## src/rtl/pipelined_rca_addsub.sv

```systemverilog
// Pipelined ripple-carry adder/subtractor with valid/ready on both sides.
// The WIDTH-bit add is cut into STAGES chunks of CHUNK bits; each stage
// resolves one chunk and registers its carry for the next stage. The
// still-unprocessed upper operand chunks travel alongside, so inputs are
// only sampled once. Each stage refills as soon as it empties, so bubbles
// collapse and a full pipe still moves one operation per clock.
// WIDTH must be an exact multiple of STAGES.
module pipelined_rca_addsub #(
  parameter int WIDTH  = 16,
  parameter int STAGES = 4
) (
  input  logic             clk,
  input  logic             rst_n,
  input  logic             in_valid,
  output logic             in_ready,
  input  logic [WIDTH-1:0] a,
  input  logic [WIDTH-1:0] b,
  input  logic             cin,
  input  logic             sub,
  output logic             out_valid,
  input  logic             out_ready,
  output logic [WIDTH-1:0] sum,
  output logic             cout,
  output logic             ovf
);

  localparam int CHUNK = WIDTH / STAGES;

  // Subtraction is a + ~b + 1, so the operand as added and the carry-in
  // are fixed here once and never revisited.
  logic [WIDTH-1:0] b_eff;
  logic             cin_eff;

  assign b_eff   = sub ? ~b : b;
  assign cin_eff = sub ? 1'b1 : cin;

  for (genvar k = 0; k < STAGES; k++) begin : stg
    // PW: operand bits still pending when entering stage k (chunk k and up)
    // LW: result bits resolved once stage k has loaded
    localparam int PW = WIDTH - k * CHUNK;
    localparam int LW = (k + 1) * CHUNK;

    logic          valid_q;
    logic          carry_q;
    logic [LW-1:0] sum_q;
    logic          ld;

    logic          src_valid;
    logic          src_carry;
    logic [PW-1:0] src_a;
    logic [PW-1:0] src_b;
    logic [LW-1:0] sum_next;
    logic [CHUNK:0] chunk_res;

    assign chunk_res = {1'b0, src_a[CHUNK-1:0]}
                     + {1'b0, src_b[CHUNK-1:0]}
                     + {{CHUNK{1'b0}}, src_carry};

    if (k == 0) begin : g_first
      assign src_valid = in_valid;
      assign src_carry = cin_eff;
      assign src_a     = a;
      assign src_b     = b_eff;
      assign sum_next  = chunk_res[CHUNK-1:0];
    end else begin : g_next
      assign src_valid = stg[k-1].valid_q;
      assign src_carry = stg[k-1].carry_q;
      assign src_a     = stg[k-1].g_pend.a_up_q;
      assign src_b     = stg[k-1].g_pend.b_up_q;
      assign sum_next  = {chunk_res[CHUNK-1:0], stg[k-1].sum_q};
    end

    // Stage valid, chunk carry and resolved sum bits advance whenever the stage may load
    always_ff @(posedge clk or negedge rst_n) begin
      if (!rst_n) begin
        valid_q <= 1'b0;
        carry_q <= 1'b0;
        sum_q   <= '0;
      end else if (ld) begin
        valid_q <= src_valid;
        if (src_valid) begin
          carry_q <= chunk_res[CHUNK];
          sum_q   <= sum_next;
        end
      end
    end

    if (k == STAGES - 1) begin : g_last
      logic ovf_q;

      assign ld = !valid_q || out_ready;

      // Signed overflow is decided on the MSB chunk using the operand as added
      always_ff @(posedge clk or negedge rst_n) begin
        if (!rst_n) begin
          ovf_q <= 1'b0;
        end else if (ld && src_valid) begin
          ovf_q <= (src_a[CHUNK-1] == src_b[CHUNK-1]) &&
                   (chunk_res[CHUNK-1] != src_a[CHUNK-1]);
        end
      end
    end else begin : g_pend
      logic [PW-CHUNK-1:0] a_up_q;
      logic [PW-CHUNK-1:0] b_up_q;

      assign ld = !valid_q || stg[k+1].ld;

      // Upper operand chunks are skewed forward with their partial result
      always_ff @(posedge clk or negedge rst_n) begin
        if (!rst_n) begin
          a_up_q <= '0;
          b_up_q <= '0;
        end else if (ld && src_valid) begin
          a_up_q <= src_a[PW-1:CHUNK];
          b_up_q <= src_b[PW-1:CHUNK];
        end
      end
    end
  end

  assign in_ready  = stg[0].ld;
  assign out_valid = stg[STAGES-1].valid_q;
  assign sum       = stg[STAGES-1].sum_q;
  assign cout      = stg[STAGES-1].carry_q;
  assign ovf       = stg[STAGES-1].g_last.ovf_q;

endmodule
```

## config.mk

```make
export PLATFORM = sky130hd
export DESIGN_NAME = pipelined_rca_addsub
export DESIGN_NICKNAME = d
export VERILOG_FILES = /design/src/rtl/pipelined_rca_addsub.sv
export SDC_FILE = /design/constraint.sdc
export NUM_CORES = 1
export LEC_CHECK = 0
export BUFFER_PORTS_ARGS = -buffer_cell sky130_fd_sc_hd__buf_2
export CAP_MARGIN = 20
export CELL_PAD_IN_SITES_DETAIL_PLACEMENT = 1
export CELL_PAD_IN_SITES_GLOBAL_PLACEMENT = 2
export CORE_MARGIN = 5
export CORE_UTILIZATION = 39
export CTS_CLUSTER_DIAMETER = 150
export DETAILED_ROUTE_END_ITERATION = 7
export HOLD_SLACK_MARGIN = 0.06
export PLACE_DENSITY = 0.83
export SLEW_MARGIN = 20
export SYNTH_ARGS = -nofsm -noshare
export SYNTH_HDL_FRONTEND = slang
export SYNTH_SLANG_ARGS = --single-unit
```

## constraint.sdc

```tcl
create_clock -name clk -period 2.2 [get_ports clk]
set_input_delay 0.22 -clock clk [delete_from_list [all_inputs] [get_ports clk]]
set_output_delay 0.22 -clock clk [all_outputs]
set_load 0.01 [all_outputs]
```

# --- Yosys cells after proc, flatten, opt, wreduce, memory -nomap -nowiden ---
# Index checks and enable logic that the tools add are counted.
# W data, S select, Z words.
word_totals:
  regBits: 97
  input_bits: 38
  out_inout_bits: 20
  word_cells: 49
classes:
  n_addsub: 8
  eq_ne: 2
  mux: 2
  bitwise: 1
  reduce_logical: 17
op_table:
  columns: ["cell", "n"]
  rows:
  - ["$add A4 B4 Y5", 4]
  - ["$add A5 B1 Y5", 4]
  - ["$mux W16", 1]
  - ["$not A16 Y16", 1]
  - ["$reduce_and A2 Y1", 4]
  - ["$logic_and A1 B1 Y1", 5]
  - ["$logic_not A1 Y1", 4]
  - ["$logic_or A1 B1 Y1", 4]
  - ["$eq A1 B1 Y1", 1]
  - ["$mux W1", 1]
  - ["$ne A1 B1 Y1", 1]

# --- Depth between registers and ports, before layout ---
# Gate-level depths: netlist of run 1.
depth:
  depth_word: 6
  depth_mapped: 8
  mapped_depth_nobuf: 8

# --- Worst setup path after synthesis of run 1 ---
# No wires, ideal clock.
synth_timing:
  kind: "input to register"
  from: "in sub"
  to: "reg stg[0].carry_q"
  setup_time_ns: 0.127
  arrival_time_ns: 2.145
  t_required_ns: 2.073
  path_slack_ns: -0.072
  cell_stages: 8
  n_path_buf: 2
  cell_sequence: "buf_2 -> buf_2 -> or2_2 -> fa_1 -> fa_1 -> a21o_1 -> a211oi_1 -> a21oi_1"
synth_between:
  elab_chain_cells: 3
  elab_cells_between_ends: 4
  cone_classes: "add/sub (2); mux (2)"
synth_rtl:
  columns: ["item", "line", "source"]
  rows:
  - ["start, declared", "19", "input logic sub,"]
  - ["$mux W16", "34", "assign b_eff = sub ? ~b : b;"]
  - ["$add A4 B4 Y5", "56", "+ {1'b0, src_b[CHUNK-1:0]}"]
  - ["$add A5 B1 Y5 (*)", "57", "+ {{CHUNK{1'b0}}, src_carry};"]
  - ["end signal, assigned", "82", "carry_q <= chunk_res[CHUNK];"]
  - ["end, declared", "44", "logic carry_q;"]
# Mark *: on every way between the ends. The rest lies on a longest branch, timed or not.
# A chain may end at the register's enable or synchronous reset.

# --- Worst setup path after layout of run 1 ---
layout_timing:
  from: "reg stg[2].carry_q"
  to: "reg stg[3].carry_q (netlist: cout)"
layout_between:
  elab_chain_cells: 1
layout_rtl:
  columns: ["item", "line"]
  rows:
  - ["start, declared", "44"]
  - ["start signal, assigned", "82"]
  - ["$add A5 B1 Y5", "57"]
  - ["end signal, assigned", "82"]
  - ["end, declared", "44"]
# Every way passes these cells.

==> results.cfg, run 1 <==
[run_status]
status = finished, final reports clean

[layout]
nNetsFinal = 440
nFillCells = 1131
multi_input_area_um2 = 1710
layout-drive-gt1-share = 0.364
fin_area_um2 = 4970
ff_latch_area_um2 = 2430
diodes = 0
area_growth_pct = 16.7

[sta]
worst_pin_slew_ps = 532
maxSlewHeadroom = 0.645
slew_violations = 0
skew_ps = 11.7
max_freq_mhz = 546
finalHoldViolCount = 0
period_share = 0.833
rsz0062_at_grt = no
fin_setup_tns_ps = 0
setup_violations = 0
fin_crit_ps = 1830
whs_ps = 85.6

[routing]
drt_wl_total_mm = 8.09
via_count = 2484
viasPerCell = 4.71
dr.first_iter.drc_count = 51
wl_met2_mm = 3.93
wl_met3_um = 333
drc = 0
ant_nets = 0
dr.max_layer_used = met4
drt_first_pass_iters = 3
wl_met1_mm = 3.71
wire_per_inst_um = 15.3

[critical_path]
r2r_slack_ps = 370
crit_chain = fa_1, fa_1, a21o_1, a21oi_1, o21ai_0
r2r-start = stg[2].carry_q$_DFFE_PN0P_
criticalPathCategory = reg2reg
reg2reg_depth = 5
critPathLaunchType = register
path_common_cell = fa_1
required_ps = 2430
cp_slowest_cell = fa_1
critPathMaxFanout = 2
cp-end-kind = register
timing.rr.end = cout$_DFFE_PN0P_
arrival_ps = 2070
crit_path_max_incr_delay_ps = 460

[pwr]
pwr-share-clk = 0.208
leakagePower_nw = 2.31
ir_worst_vdd_v = 0.000344
pwr-share-comb = 0.304
p_int_mw = 3.90
switching_share = 0.309
p_sw_mw = 1.74
power_density_nw_per_um2 = 1130
seq_power_share = 0.487
total_power_mw = 5.64

[clocking]
postCtsHoldBufs = 5
ctsResizeCount = 0
cts.sinks = 97
cts_root_buf = clkbuf_8
post_cts_buffers = 0
cts_buffers = 9
clk_latency_ps = 360
h-tree-depth = 3
path_clk_slew_ps = 90
cts_buffer_depth = 2
cts_tree = built

[die]
start_util = 0.395
die_area_um2 = 13100
core_area_um2 = 10800
rows = 38
die_y_um = 115
die_width_um = 115
io_pins = 58

[synthesis]
ys.warnings.count = 0
synth_top_cells_by_area = dfrtp_1 (57%), mux2_2 (15%), fa_1 (3.8%)
yosysTopAreaCellShare = 0.570
netlist_area_um2 = 4260
syn-num-nets = 373
ys_seq_area_frac = 0.570
synth.largest_area_cell = dfrtp_1
ys_seq_elements = 97
postSynthAreaPerCell_um2 = 13.5
synthCells = 315
synth.distinct_cells = 26

[flow_run]
cap_violations = 0

[min_path]
hp-start = a[10]
min_to = stg[0].g_pend.a_up_q[6]$_DFFE_PN0P_
hp-class = in2reg
hold_depth = 2

[grt]
grt_use_total = 0.138
gr-total-overflow = 0
grt_max_degree = 45
antenna_found_initial = 0
grt_pass1_vias = 2824
grt_first_pass_wirelength_mm = 14.2

[placement]
numPortBuffers = 57
dp_hpwl_mm = 5.82
gp_congestion = 0.750
dpl_cell_area_um2 = 4720
power by group through the flow:
| stage | Clock (mW) | Combinational (mW) | Sequential (mW) |
|---|---|---|---|
| 2_1_floorplan | 0 | 1.16 | 2.76 |
| 3_3_place_gp | 0 | 1.66 | 2.77 |
| 3_5_place_dp | 0 | 1.75 | 2.80 |
| 4_1_cts | 1.22 | 1.77 | 2.76 |
| 5_1_grt | 1.30 | 1.96 | 2.84 |
| 6_report | 1.17 | 1.72 | 2.75 |
synth_stat cells:
| cell type | count |
|---|---|
| o21ai_4 | 1 |
| nor3b_1 | 1 |
| dfrtp_1 | 97 |
| nand2_1 | 31 |
| a21o_1 | 6 |
| o21ai_0 | 24 |
| xnor2_1 | 14 |
| xor2_1 | 10 |
| nor2_1 | 1 |
| nand4b_2 | 1 |
| a211oi_1 | 1 |
| buf_2 | 8 |
| nand2b_1 | 4 |
| a21boi_0 | 1 |
| a21oi_1 | 8 |
| mux2_2 | 56 |
| o31ai_1 | 2 |
| nand3b_1 | 1 |
| inv_1 | 10 |
| buf_4 | 3 |
| mux2_1 | 10 |
| buf_6 | 2 |
| or2_2 | 2 |
| fa_1 | 8 |
| nor2b_1 | 1 |
| ha_1 | 12 |
critical path: cells and delay by family (launching register included):
kind / cells / cell delay, ps
AOI/OAI and AO/OA: 3 / 410
adders and majority gates: 2 / 870
DFF: 1 / 410
per-stage QoR:
step           setup WS [ps]   util  cells
2_1_floorplan           1.97      -    315
3_3_place_gp             187  0.437    506
3_5_place_dp             123  0.437    506
4_1_cts                  346  0.461    527
5_1_grt                  255  0.461    527
6_report                 367  0.461    527
routing by layer:
metal  up-vias  track usage
met4         0       0.0451
met2        43        0.226
met1      1226        0.179
met5         -            0
met3         8       0.0365
li1       1207            -
sequential cells by signal, summed over array words and instances, names as in the netlist:
signal and count:
out_valid 1, stg.sum_q 24, stg.carry_q 3, stg.valid_q 3, stg.g_pend.a_up_q 24, sum 16
ovf 1, stg.g_pend.b_up_q 24, cout 1
how the worst max path moves through the flow:
stage	endpoint	startpoint	slack [ps]
after CTS	cout$_DFFE_PN0P_	stg[2].carry_q$_DFFE_PN0P_	350
after global placement	stg[0].carry_q$_DFFE_PN0P_	sub	190
after detailed placement	stg[0].carry_q$_DFFE_PN0P_	sub	120
after floorplan	stg[0].carry_q$_DFFE_PN0P_	sub	2
after global routing	cout$_DFFE_PN0P_	stg[2].carry_q$_DFFE_PN0P_	250
final	cout$_DFFE_PN0P_	stg[2].carry_q$_DFFE_PN0P_	370
cells by family (layout without fill, tap and decap cells):
family / Yosys count / after routing / share of synthesized area
flops: 97 / 97 / 0.570
fa+ha+maj: 20 / 20 / 0.0729
mux: 66 / 66 / 0.174
xor+xnor: 24 / 24 / 0.0494
buf+inv: 23 / 95 / 0.0288
simple gates: 42 / 42 / 0.0455
compound gates: 43 / 43 / 0.0591
layout make-up:
| type | count | area share |
|---|---|---|
| Sequential cell | 97 | 0.488 |
| Clock inverter | 5 | 0.0108 |
| Multi-Input combinational cell | 195 | 0.344 |
| Inverter | 10 | 0.00755 |
| Clock buffer | 11 | 0.0304 |
| Tap cell | 140 | 0.0352 |
| Timing Repair Buffer | 69 | 0.0835 |
cell usage in the layout, fill, tap and decap left out, types with 2 or more instances in the layout:
master / synthesis / final
a21o_1: 6 / 6
a21oi_1: 8 / 8
buf_12: 0 / 2
buf_2: 8 / 56
buf_4: 3 / 6
clkbuf_8: 0 / 11
clkinv_2: 0 / 3
dfrtp_1: 97 / 97
dlygate4sd3_1: 0 / 5
fa_1: 8 / 7
ha_1: 12 / 12
inv_1: 10 / 10
mux2_1: 10 / 10
mux2_2: 56 / 56
nand2_1: 31 / 31
nand2b_1: 4 / 4
o21ai_0: 24 / 24
o31ai_1: 2 / 2
or2_2: 2 / 2
xnor2_1: 14 / 14
xor2_1: 10 / 10
(Power assumes the default switching activity.)
==> run 2: changes to the inputs <==
--- a/config.mk
+++ b/config.mk
@@ -5,16 +5,17 @@
 export SDC_FILE = /design/constraint.sdc
 export NUM_CORES = 1
 export LEC_CHECK = 0
+export ABC_AREA = 1
 export BUFFER_PORTS_ARGS = -buffer_cell sky130_fd_sc_hd__buf_2
 export CAP_MARGIN = 20
 export CELL_PAD_IN_SITES_DETAIL_PLACEMENT = 1
 export CELL_PAD_IN_SITES_GLOBAL_PLACEMENT = 2
 export CORE_MARGIN = 5
-export CORE_UTILIZATION = 39
+export CORE_UTILIZATION = 32
 export CTS_CLUSTER_DIAMETER = 150
 export DETAILED_ROUTE_END_ITERATION = 7
 export HOLD_SLACK_MARGIN = 0.06
-export PLACE_DENSITY = 0.83
+export PLACE_DENSITY = 0.81
 export SLEW_MARGIN = 20
 export SYNTH_ARGS = -nofsm -noshare
 export SYNTH_HDL_FRONTEND = slang
==> constraint.sdc (replaced) <==
create_clock -name clk -period 1.6 [get_ports clk]
set_input_delay 0.16 -clock clk [delete_from_list [all_inputs] [get_ports clk]]
set_output_delay 0.16 -clock clk [all_outputs]
set_load 0.01 [all_outputs]
==> run 2 against run 1 <==
Against the previous run:
- final cell count up 42%
- total power increased by 47%
- clock power increased by 99%
- flip-flop and latch count unchanged
- die area up 24%
- register-to-register slack got worse by 330 ps
- clock-buffer cell count up 3
- combinational power is 35% higher
- utilization fell by 6.8 points
- worst hold slack improved by 0.98 ps
==> results.cfg, run 2 <==
[grt]
grt_max_degree = 58
use_met1 = 0.183
grt_use_total = 0.132
met2_usage = 0.205
gr-total-overflow = 0
antenna_found_initial = 0
busiest_layer = met2
grt_pass1_vias = 3502
grt.met3_usage = 0.0251
grt_first_pass_wirelength_mm = 17.5

[synthesis]
ys_seq_area_frac = 0.549
ys.warnings.count = 0
yosys_most_used_dff = dfrtp_1
syn-num-nets = 552
synthCells = 494
synth.largest_area_cell = dfrtp_1
synth_top_cells_by_area = dfrtp_1 (55%), nand2_1 (19%), nand3_1 (4.4%)
synth.most_common_cell = nand2_1
postSynthAreaPerCell_um2 = 8.95
synth.distinct_cells = 25
netlist_area_um2 = 4420
synth.cells.most_frequent = nand2_1 (220), dfrtp_1 (97), nand3_1 (39), inv_1 (24), xor2_1 (18)
synth_edf_count = 0
ys_seq_elements = 97
synthArstFlopShare = 1.00
yosysTopAreaCellShare = 0.549

[die]
die_width_um = 128
die_y_um = 128
core_area_um2 = 13700
io_pins = 58
rows = 43
start_util = 0.322
die_area_um2 = 16300

[flow_run]
cap_violations = 0

[layout]
area_growth_pct = 21.8
layout.cells.most_common = nand2_1
diodes = 0
nNetsFinal = 620
stdcell_count = 747
reg_top3 = stg.g_pend.a_up_q (24), stg.g_pend.b_up_q (24), stg.sum_q (24)
final_cell_mix = nand2_1 (220), dfrtp_1 (97), buf_2 (56), nand3_1 (39), inv_1 (23)
layout-drive-gt1-share = 0.178
nFillCells = 1641

[critical_path]
critPathLaunchType = register
critPathMaxFanout = 2
arrival_ps = 1790
reg2reg_depth = 6
cp-end-kind = register
r2r_slack_ps = 40
criticalPathCategory = reg2reg
required_ps = 1830

[sta]
setup_violations = 0
period_share = 0.975
whs_ps = 86.6
finalHoldViolCount = 0
rsz0062_at_grt = yes
maxSlewHeadroom = 0.767
fin_crit_ps = 1560
slew_violations = 0
worst_pin_slew_ps = 348
setup_slack_ps = 39.7
fin_setup_tns_ps = 0
skew_ps = 6.85
max_freq_mhz = 641

[routing]
drc = 0
drt_first_pass_iters = 4
ant_nets = 0
viasPerCell = 4.43
wire_per_inst_um = 13.3
drt_wl_total_mm = 9.91
dr.first_iter.drc_count = 127
via_count = 3307

[pwr]
ir_worst_vdd_v = 0.000507
total_power_mw = 8.31
p_sw_mw = 2.69
power_density_nw_per_um2 = 1540
leakagePower_nw = 2.84
pwr-share-clk = 0.280
p_int_mw = 5.62
switching_share = 0.324
pwr-share-comb = 0.281
seq_power_share = 0.439

[clocking]
clk_latency_ps = 340
cts.sinks = 97
cts_buffer_depth = 2
path_clk_slew_ps = 70
h-tree-depth = 3
cts_tree = built
cts_buffers = 9
cts_root_buf = clkbuf_16

[placement]
dp_hpwl_mm = 7.31
pre_cts_slack_ps = -181
gp_congestion = 0.738
numPlacedInstances = 721
numPortBuffers = 57

[min_path]
hold_depth = 3
hp-class = in2reg

[run_status]
status = finished, final reports clean
==> run 2: cell types whose count changed after synthesis, moves of 8 or more <==
cell,change
nand2_1,+189
mux2_2,-56
nand3_1,+39
inv_1,+14
xnor2_1,-12
mux2_1,-10
xor2_1,+8
==> run 2: area by class of cell <==
class | count | area [um2] | share of cell area
inverter | 27 | 104 | 0.0193
timing repair buffer | 79 | 513 | 0.0952
clock buffer | 14 | 264 | 0.0490
sequential | 97 | 2430 | 0.450
tap | 180 | 225 | 0.0418
multi-input combinational | 348 | 1800 | 0.333
clock inverter | 2 | 60.1 | 0.0111
==> run 2: logic make-up after synthesis <==
group	Yosys count	share of synthesized area
and+or+nand+nor	277	0.254
xor gates and xnor gates	20	0.0396
buffers and inverters	49	0.0515
DFF	97	0.549
adders and majority gates	20	0.0702
AOI/OAI and AO/OA	31	0.0356
==> run 2: metal layers <==
metal	vias up	part of all wire
met4	0	0.018
li1	1680	-
met5	-	0
met2	49	0.46
met3	12	0.036
met1	1566	0.49
==> run 2: what timing repair did <==
item / CTS / global route
setup endpoints to repair: 4 / 9
gates resized for setup: 2 / 9
hold buffers: 9 / 0
setup buffers: 1 / 0
hold endpoints to repair: 105 / 0
pin swaps: 1 / 2
==> run 2: critical path: stages (launching register included) <==
cell and delay [ps]:
dfrtp_1 410, fa_2 420, fa_2 380, nand2_1 80, nand2_1 50, nand2_1 50, a21oi_1 60
==> run 2: power groups by stage <==
| stage | sequential (mW) | combinational, mW | clock (mW) |
|---|---|---|---|
| after global placement | 3.65 | 2.20 | 0 |
| after global routing | 3.75 | 2.73 | 2.52 |
| after CTS | 3.66 | 2.35 | 2.41 |
| final | 3.65 | 2.33 | 2.33 |
| after floorplan | 3.68 | 1.45 | 0 |
| after detailed placement | 3.70 | 2.29 | 0 |
==> run 2: per-stage QoR <==
step,instance area (um2),utilization
2_1_floorplan,4450,-
3_3_place_gp,4940,0.360
3_5_place_dp,4940,0.360
4_1_cts,5370,0.392
5_1_grt,5390,0.393
6_report,5390,0.393
==> run 2: final timing paths <==
check                                                     from                                   to
max reg2reg                         stg[2].carry_q$_DFFE_PN0P_                     cout$_DFFE_PN0P_
max in group asynchronous                                rst_n          stg[2].sum_q[6]$_DFFE_PN0P_
min                                                      a[13]  stg[0].g_pend.a_up_q[9]$_DFFE_PN0P_
min reg2reg                stg[0].g_pend.a_up_q[0]$_DFFE_PN0P_  stg[0].g_pend.a_up_q[0]$_DFFE_PN0P_
min in group asynchronous                                rst_n          stg[0].sum_q[3]$_DFFE_PN0P_
max                                 stg[2].carry_q$_DFFE_PN0P_                     cout$_DFFE_PN0P_
==> run 3: changes to the inputs <==
--- a/config.mk
+++ b/config.mk
@@ -16,6 +16,7 @@
 export DETAILED_ROUTE_END_ITERATION = 7
 export HOLD_SLACK_MARGIN = 0.06
 export PLACE_DENSITY = 0.81
+export RECOVER_POWER = 50
 export SLEW_MARGIN = 20
 export SYNTH_ARGS = -nofsm -noshare
 export SYNTH_HDL_FRONTEND = slang
==> run 3 against run 2 <==
Against the previous run:
- clock-buffer cell count stayed put
- combinational power about the same
- maximum frequency hardly changed
- register-to-register slack about the same
- clock skew about the same
- design area fell by 0.77%
- via count is 0.15% lower
- die area did not move
- global-route usage did not move
- critical endpoint unchanged
- non-clock buffer count did not move
- largest power group unchanged
- first-iteration DRC count is 7.9% lower
==> results.cfg, run 3 (same netlist as run 2, synthesis figures left out) <==
[critical_path]
critical_path_buf_inv_count = 0
crit_chain = fa_2, fa_2, nand2_1, nand2_1, nand2_1, a21oi_1
cp_slowest_cell = fa_2
cp-end-kind = register
critPathLaunchType = register
path_common_cell = nand2_1
critical_path.top_delay_family = adder cells
arrival_ps = 1790
required_ps = 1830
criticalPathCategory = reg2reg
critPathMaxFanout = 2
crit_path_max_incr_delay_ps = 420

[layout]
nFillCells = 1648
reg_top3 = stg.g_pend.a_up_q (24), stg.g_pend.b_up_q (24), stg.sum_q (24)
stdcell_count = 747
layout-drive-gt1-share = 0.166
diodes = 0
final_cell_mix = nand2_1 (220), dfrtp_1 (97), buf_2 (52), nand3_1 (39), inv_1 (23)
layout.cells.most_common = nand2_1
nNetsFinal = 620
post-route-util = 0.390
fin_area_um2 = 5350
area_growth_pct = 20.9

[sta]
fin_crit_ps = 1560
rsz0062_at_grt = yes
period_share = 0.976
finalHoldViolCount = 0
maxSlewHeadroom = 0.466
skew_ps = 7.27
slew_violations = 0
max_freq_mhz = 640
worst_pin_slew_ps = 801
setup_violations = 0

[clocking]
path_clk_slew_ps = 70
cts_tree = built
cts_buffers = 9
cts_root_buf = clkbuf_16
clk_latency_ps = 340
cts.sinks = 97
h-tree-depth = 3
cts_buffer_depth = 2

[die]
die_area_um2 = 16300
die_width_um = 128
rows = 43
start_util = 0.322
die_y_um = 128
core_area_um2 = 13700
io_pins = 58

[routing]
viasPerCell = 4.42
dr.first_iter.drc_count = 117
wire_per_inst_um = 13.3
drt_first_pass_iters = 4
drc = 0
ant_nets = 0
drt_wl_total_mm = 9.93
via_count = 3302

[flow_run]
cap_violations = 0

[placement]
numPortBuffers = 57
dp_hpwl_mm = 7.31
dpl_cell_area_um2 = 4940
numPlacedInstances = 721
gp_congestion = 0.738

[grt]
grt.met3_usage = 0.0251
gr-total-overflow = 0
busiest_layer = met2
grt_pass1_vias = 3502
grt_use_total = 0.132
grt_max_degree = 58
use_met1 = 0.183
met2_usage = 0.205
antenna_found_initial = 0
grt_first_pass_wirelength_mm = 17.5

[min_path]
hp-class = in2reg

[pwr]
leakagePower_nw = 2.81
power_density_nw_per_um2 = 1550
ir_worst_vdd_v = 0.000507

[run_status]
status = finished, final reports clean
-- run 3: cell count changes in the layout (fill, tap and decap cells not counted), sizes merged --
| cell | delta |
|---|---|
| buf | -8 |
| clkbuf | +8 |
-- run 3: timing repair --
action	4_1_cts	5_1_grt
setup endpoints to repair	4	9
pin swaps	1	2
hold buffers	9	0
setup buffers	1	0
resized for setup	2	9
hold endpoints to repair	105	0
-- run 3: metal layers --
layer	vias to the layer above	part of all wire
met5	-	0
met4	0	0.018
met3	12	0.034
met2	49	0.46
met1	1561	0.49
li1	1680	-
-- run 3: worst register-to-register path: stages, from the launching register on --
cell,delay (ps)
dfrtp_1,410
fa_2,420
fa_2,380
nand2_1,80
nand2_1,50
nand2_1,50
a21oi_1,60
-- run 3: layout make-up --
| type | instances | area (um2) | share of cell area |
|---|---|---|---|
| well taps | 180 | 225 | 0.0421 |
| flip-flops and latches | 97 | 2430 | 0.454 |
| repair buffers | 79 | 472 | 0.0882 |
| clock buffers | 14 | 264 | 0.0494 |
| inverters | 27 | 104 | 0.0194 |
| clock inverters | 2 | 60.1 | 0.0112 |
| multi-input cells | 348 | 1800 | 0.336 |
-- run 3: report_power, final --
| group | switching [mW] | leakage, nW | internal [mW] |
|---|---|---|---|
| sequential | 0.453 | 1.20 | 3.20 |
| combinational | 1.37 | 1.45 | 0.932 |
| clock | 0.870 | 0.157 | 1.46 |
| total | 2.69 | 2.81 | 5.59 |
-- run 3: final timing paths --
kind | startpoint | end | slack, ps | cells after the start
setup / recovery | stg[2].carry_q$_DFFE_PN0P_ | cout$_DFFE_PN0P_ | 40 | 6
hold / removal | a[13] | stg[0].g_pend.a_up_q[9]$_DFFE_PN0P_ | 80 | 3
hold reg to reg | stg[0].g_pend.a_up_q[0]$_DFFE_PN0P_ | stg[0].g_pend.a_up_q[0]$_DFFE_PN0P_ | 470 | 2
max in group asynchronous | rst_n | sum[11]$_DFFE_PN0P_ | 260 | 3
min in group asynchronous | rst_n | stg[0].sum_q[3]$_DFFE_PN0P_ | 210 | 2
setup reg to reg | stg[2].carry_q$_DFFE_PN0P_ | cout$_DFFE_PN0P_ | 40 | 6
-- run 3: through the flow --
stage | total power [mW] | setup TNS (ps) | hold slack (ps) | setup WS (ps)
2_1_floorplan | 5.13 | -640 | -136 | -224
3_3_place_gp | 5.86 | -476 | -10.6 | -146
3_5_place_dp | 5.98 | -774 | -8.91 | -181
4_1_cts | 8.42 | 0 | 79.6 | 11.7
5_1_grt | 8.98 | -1080 | 104 | -36.9
6_report | 8.27 | 0 | 82.3 | 38.7
